**config.mk**
```make
export PLATFORM = sky130hd
export DESIGN_NAME = multi_change_detect
export DESIGN_NICKNAME = d
export VERILOG_FILES = /design/src/rtl/multi_change_detect.sv
export SDC_FILE = /design/constraint.sdc
export NUM_CORES = 1
export LEC_CHECK = 0
export BUFFER_PORTS_ARGS = -buffer_cell sky130_fd_sc_hd__buf_2
export CORE_MARGIN = 10
export CORE_UTILIZATION = 40
export CTS_CLUSTER_DIAMETER = 30
export DETAILED_ROUTE_END_ITERATION = 10
export PLACE_DENSITY = 0.71
export SLEW_MARGIN = 10
export SYNTH_ARGS = -nofsm -noshare
export SYNTH_HDL_FRONTEND = slang
export SYNTH_SLANG_ARGS = --single-unit
```
**constraint.sdc**
```tcl
create_clock -name clk -period 2.5 [get_ports clk]
set_input_delay 0.25 -clock clk [delete_from_list [all_inputs] [get_ports clk]]
set_output_delay 0.25 -clock clk [all_outputs]
set_load 0.02 [all_outputs]
```
**src/rtl/multi_change_detect.sv**
```systemverilog
// multi_change_detect: debounces NCH sampled code channels, commits stable
// values and reports masked commits one at a time over a valid/ack handshake.
module multi_change_detect #(
    parameter int                NCH           = 2,
    parameter int                W             = 3,
    parameter int                STABLE_CYCLES = 3,
    parameter logic [(2**W)-1:0] TRIG_MASK     = 8'b0000_1110,
    parameter int                CW            = (NCH > 1) ? $clog2(NCH) : 1
) (
    input  logic             clk,
    input  logic             reset,
    input  logic             data_set_done,
    input  logic [NCH*W-1:0] ch_value,
    input  logic             ack,
    output logic             detect,
    output logic             evt_valid,
    output logic [CW-1:0]    evt_ch,
    output logic [W-1:0]     evt_code,
    output logic [NCH*W-1:0] s_value,
    output logic [NCH-1:0]   overflow
);

    localparam int              CNTW    = $clog2(STABLE_CYCLES + 1);
    localparam logic [CNTW-1:0] CNT_MAX = CNTW'(STABLE_CYCLES);

    typedef enum logic {
        IDLE,
        REPORT
    } state_t;

    state_t state_q, state_d;

    logic [NCH-1:0][W-1:0]    ch_val;
    logic [NCH-1:0][W-1:0]    committed_q, committed_d;
    logic [NCH-1:0][W-1:0]    cand_q, cand_d;
    logic [NCH-1:0][CNTW-1:0] cnt_q, cnt_d;
    logic [NCH-1:0]           pending_q, pending_d;
    logic [NCH-1:0]           overflow_q, overflow_d;
    logic [NCH-1:0]           commit_set;
    logic [NCH-1:0]           ack_clr;

    logic                     any_pend;
    logic [CW-1:0]            low_idx;

    logic [CW-1:0]            evt_ch_q, evt_ch_d;
    logic [W-1:0]             evt_code_q, evt_code_d;
    logic                     detect_q, detect_d;

    assign ch_val = ch_value;

    // Per-channel debounce: track candidate, count qualified repeats, commit at threshold.
    always_comb begin
        committed_d = committed_q;
        cand_d      = cand_q;
        cnt_d       = cnt_q;
        commit_set  = '0;
        for (int unsigned c = 0; c < NCH; c++) begin
            if (data_set_done) begin
                if (ch_val[c] == committed_q[c]) begin
                    cnt_d[c] = '0;
                end else begin
                    if (ch_val[c] == cand_q[c]) begin
                        cnt_d[c] = (cnt_q[c] >= CNT_MAX) ? CNT_MAX : cnt_q[c] + CNTW'(1);
                    end else begin
                        cand_d[c] = ch_val[c];
                        cnt_d[c]  = CNTW'(1);
                    end
                    // The post-update count decides the commit on this same edge.
                    if (cnt_d[c] == CNT_MAX) begin
                        committed_d[c] = ch_val[c];
                        cnt_d[c]       = '0;
                        commit_set[c]  = TRIG_MASK[ch_val[c]];
                    end
                end
            end
        end
    end

    // Pending bookkeeping: ack clears the reported channel, a new commit wins over the clear.
    always_comb begin
        ack_clr = '0;
        for (int unsigned c = 0; c < NCH; c++) begin
            ack_clr[c] = (state_q == REPORT) && ack && (evt_ch_q == CW'(c));
        end
        pending_d  = (pending_q & ~ack_clr) | commit_set;
        overflow_d = overflow_q | (commit_set & pending_q & ~ack_clr);
    end

    // Fixed-priority pick of the lowest pending channel.
    always_comb begin
        any_pend = 1'b0;
        low_idx  = '0;
        for (int unsigned c = 0; c < NCH; c++) begin
            if (pending_q[c] && !any_pend) begin
                any_pend = 1'b1;
                low_idx  = CW'(c);
            end
        end
    end

    // Report FSM next-state and latched event fields.
    always_comb begin
        state_d    = state_q;
        evt_ch_d   = evt_ch_q;
        evt_code_d = evt_code_q;
        detect_d   = 1'b0;
        unique case (state_q)
            IDLE: begin
                if (any_pend) begin
                    state_d    = REPORT;
                    evt_ch_d   = low_idx;
                    evt_code_d = committed_q[low_idx];
                    detect_d   = 1'b1;
                end
            end
            REPORT: begin
                if (ack) begin
                    state_d = IDLE;
                end
            end
            default: state_d = IDLE;
        endcase
    end

    // Channel state registers.
    always_ff @(posedge clk or posedge reset) begin
        if (reset) begin
            committed_q <= '0;
            cand_q      <= '0;
            cnt_q       <= '0;
            pending_q   <= '0;
            overflow_q  <= '0;
        end else begin
            committed_q <= committed_d;
            cand_q      <= cand_d;
            cnt_q       <= cnt_d;
            pending_q   <= pending_d;
            overflow_q  <= overflow_d;
        end
    end

    // FSM state register and registered event outputs.
    always_ff @(posedge clk or posedge reset) begin
        if (reset) begin
            state_q    <= IDLE;
            evt_ch_q   <= '0;
            evt_code_q <= '0;
            detect_q   <= 1'b0;
        end else begin
            state_q    <= state_d;
            evt_ch_q   <= evt_ch_d;
            evt_code_q <= evt_code_d;
            detect_q   <= detect_d;
        end
    end

    assign evt_valid = (state_q == REPORT);
    assign detect    = detect_q;
    assign evt_ch    = evt_ch_q;
    assign evt_code  = evt_code_q;
    assign s_value   = committed_q;
    assign overflow  = overflow_q;

endmodule
```
==> flow_metrics.py <==
metrics = {
    "run_status": {
        "status": "complete, no violations",
    },
    "detailed_routing": {
        "dr.pass1.iters": 4,
        "drtIter0Drc": 53,
        "ant_nets": 0,
        "num_vias": 876,
        "wl_per_cell_um": 14.40,
        "route.detailed.drc": 0,
        "routed_wl_um": 2348,
        "post_drt_via_cell_ratio": 5.374,
    },
    "global_routing": {
        "first_global_vias": 870,
        "grt_usage_pct": 8.886,
        "grt_pass1_wl_um": 3843,
        "grt_antenna_before_repair": 0,
        "grt_overflow": 0,
        "grt_start_max_net_pins": 27,
    },
    "synth": {
        "yosysMostFrequentCell": "dfrtp_1",
        "synth_edf_count": 0,
        "synth_largest_area_cell": "dfrtp_1",
        "ys_types": 29,
        "yosys-top-cells-count": "26 x dfrtp_1, 9 x xor2_1, 8 x nor2_1, 7 x inv_1",
        "synth_seq_cells": 26,
        "syn-num-nets": 117,
        "synth-main-ff-cell": "dfrtp_1",
        "synth.area.top_cells": "dfrtp_1 54%, xor2_1 6.5%, mux2_1 5.6%",
        "yosys_warnings": 0,
        "synthCells": 107,
        "syn-cell-area_um2": 1212,
        "syn_area_per_cell_um2": 11.33,
        "synth_top_area_share_pct": 53.66,
        "synth-seq-area-share_pct": 53.66,
        "async_reset_ff_share_pct": 100.0,
    },
    "critical_path": {
        "r2r_start": "s_value[5]$_DFFE_PP0P_",
        "cp.required_ns": 2.72,
        "ff2ff_setup_slack_ns": 0.66,
        "endpoint_kind": "flip-flop",
        "crit_path_start_kind": "flip-flop",
        "r2r-end": "s_value[3]$_DFFE_PP0P_",
        "r2r_cells": 4,
        "worstPathArrival_ns": 2.06,
        "path_max_fanout": 6,
        "setup.worst_path.class": "reg -> reg",
    },
    "clock_network": {
        "cts_setup_buffers": 0,
        "cts_resized": 0,
        "clkSinkCount": 26,
        "cts_hold_buf": 0,
        "htree_levels": 1,
        "cts_buffers": 3,
        "path_clk_slew_ns": 0.13,
        "clk_latency_ns": 0.33,
        "root_buffer": "clkbuf_4",
        "cts_tree": "done",
        "cts_max_path_buffers": 2,
    },
    "placement": {
        "io_buffers": 23,
        "dp_hpwl_um": 1867,
        "place_congestion": 0.8351,
        "placed_area_um2": 1358,
        "dp_slack_ns": 0.6675,
    },
    "timing": {
        "grt_setup_unrepaired": "no",
        "fin_ws_ns": 0.6617,
        "fin_crit_sh_pct": 73.53,
        "finClkSkew_ns": 0.006842,
        "maxSlewHeadroom_pct": 37.72,
        "worstMarginPinSlew_ns": 0.9332,
        "setup_violations": 0,
        "slew_viol_final": 0,
        "fin_tns_setup_ns": 0,
        "hold_viol": 0,
        "fmax_mhz": 544.0,
        "period_needed_ns": 1.838,
    },
    "finish": {
        "final_layout_size_suffix_gt1_share_pct": 25.76,
        "antenna_cells": 0,
        "area_growth_pct": 14.96,
        "design_area_um2": 1394,
        "final_util_pct": 49.27,
        "num-nets-final": 143,
    },
    "floorplan": {
        "core_area_um2": 2829,
        "rows": 19,
        "initial_core_util_pct": 42.86,
        "dieArea_um2": 5633,
        "die_w_um": 75.06,
        "die_h_um": 75.06,
        "io_pins": 24,
    },
    "flow_run": {
        "maxCapViolCount": 0,
    },
    "power_and_ir_drop": {
        "power_density_nw_per_um2": 911.9,
        "cellLeakagePower_uw": 0.0006728,
        "ir_worst_vdd_uv": 226.1,
    },
    "worst_hold_path": {
        "min_path_type": "in -> async",
    },
}
state kept, by name, summed over array words and instances, names as in the netlist:
signal,count
evt_valid,1
s_value,6
cnt_q,4
detect,1
evt_ch,1
pending_q,2
overflow,2
evt_code,3
cand_q,6
cell usage in the layout (no fill, tap or decap), types with 4 or more instances in the layout:
cell type,count
mux2_1,6
dfrtp_1,26
o21ai_0,5
a22oi_1,4
nor2_1,8
inv_1,7
xor2_1,9
nand2_1,6
buf_2,23
worst max path at each step:
stage                           startpoint                endpoint  slack (ns)  cells past startpoint
floorplan           s_value[5]$_DFFE_PP0P_  s_value[3]$_DFFE_PP0P_        0.70                      5
global placement               ch_value[5]  s_value[5]$_DFFE_PP0P_        0.74                      5
detailed placement  s_value[5]$_DFFE_PP0P_  s_value[3]$_DFFE_PP0P_        0.67                      4
CTS                 s_value[5]$_DFFE_PP0P_  s_value[3]$_DFFE_PP0P_        0.64                      4
global route        s_value[5]$_DFFE_PP0P_  s_value[3]$_DFFE_PP0P_        0.56                      4
finish              s_value[5]$_DFFE_PP0P_  s_value[3]$_DFFE_PP0P_        0.66                      4
cells by family after synthesis:
kind of cell / Yosys count / share of synthesized area [%]
DFF: 26 / 53.66
and+or+nand+nor: 25 / 9.804
AOI/OAI and AO/OA: 23 / 12.90
xor gates and xnor gates: 12 / 8.669
muxes: 12 / 12.07
buffers and inverters: 9 / 2.889
worst max-delay path: stages (launching register included):
cell and delay (ns):
dfrtp_1 0.44, xor2_1 0.17, o31ai_2 0.48, or3b_1 0.32, mux2_4 0.32
layer usage:
layer / up-vias / global-route usage [%] / part of all wire [%] / routed length, um
met4: 0 / 5.042 / 2.2 / 51
met5: - / 0 / 0 / 0
li1: 427 / - / - / -
met1: 423 / 9.572 / 40 / 946
met3: 5 / 2.760 / 7.6 / 178
met2: 21 / 15.14 / 50 / 1173
area by class of cell:
class	instances	area, um^2
Multi-Input combinational cell	72	526.8
Tap cell	31	38.79
Clock buffer	4	36.28
Fill cell	259	1435
Timing Repair Buffer	23	115.1
Sequential cell	26	650.6
Inverter	7	26.28
power breakdown:
group | switching (uW) | internal [uW] | total (uW)
Clock | 121 | 89.3 | 211
Combinational | 236 | 187 | 423
Sequential | 109 | 528 | 637
Total | 466 | 805 | 1270
through the flow:
stage / cells / hold WS [ns] / total power [uW]
2_1_floorplan: 107 / 0.2900 / 929.0
3_3_place_gp: 159 / 0.4381 / 1057
3_5_place_dp: 159 / 0.4514 / 1077
4_1_cts: 163 / 0.1375 / 1287
5_1_grt: 163 / 0.1879 / 1367
6_report: 163 / 0.1031 / 1271
Note: power is estimated with default switching activity, not from simulation.
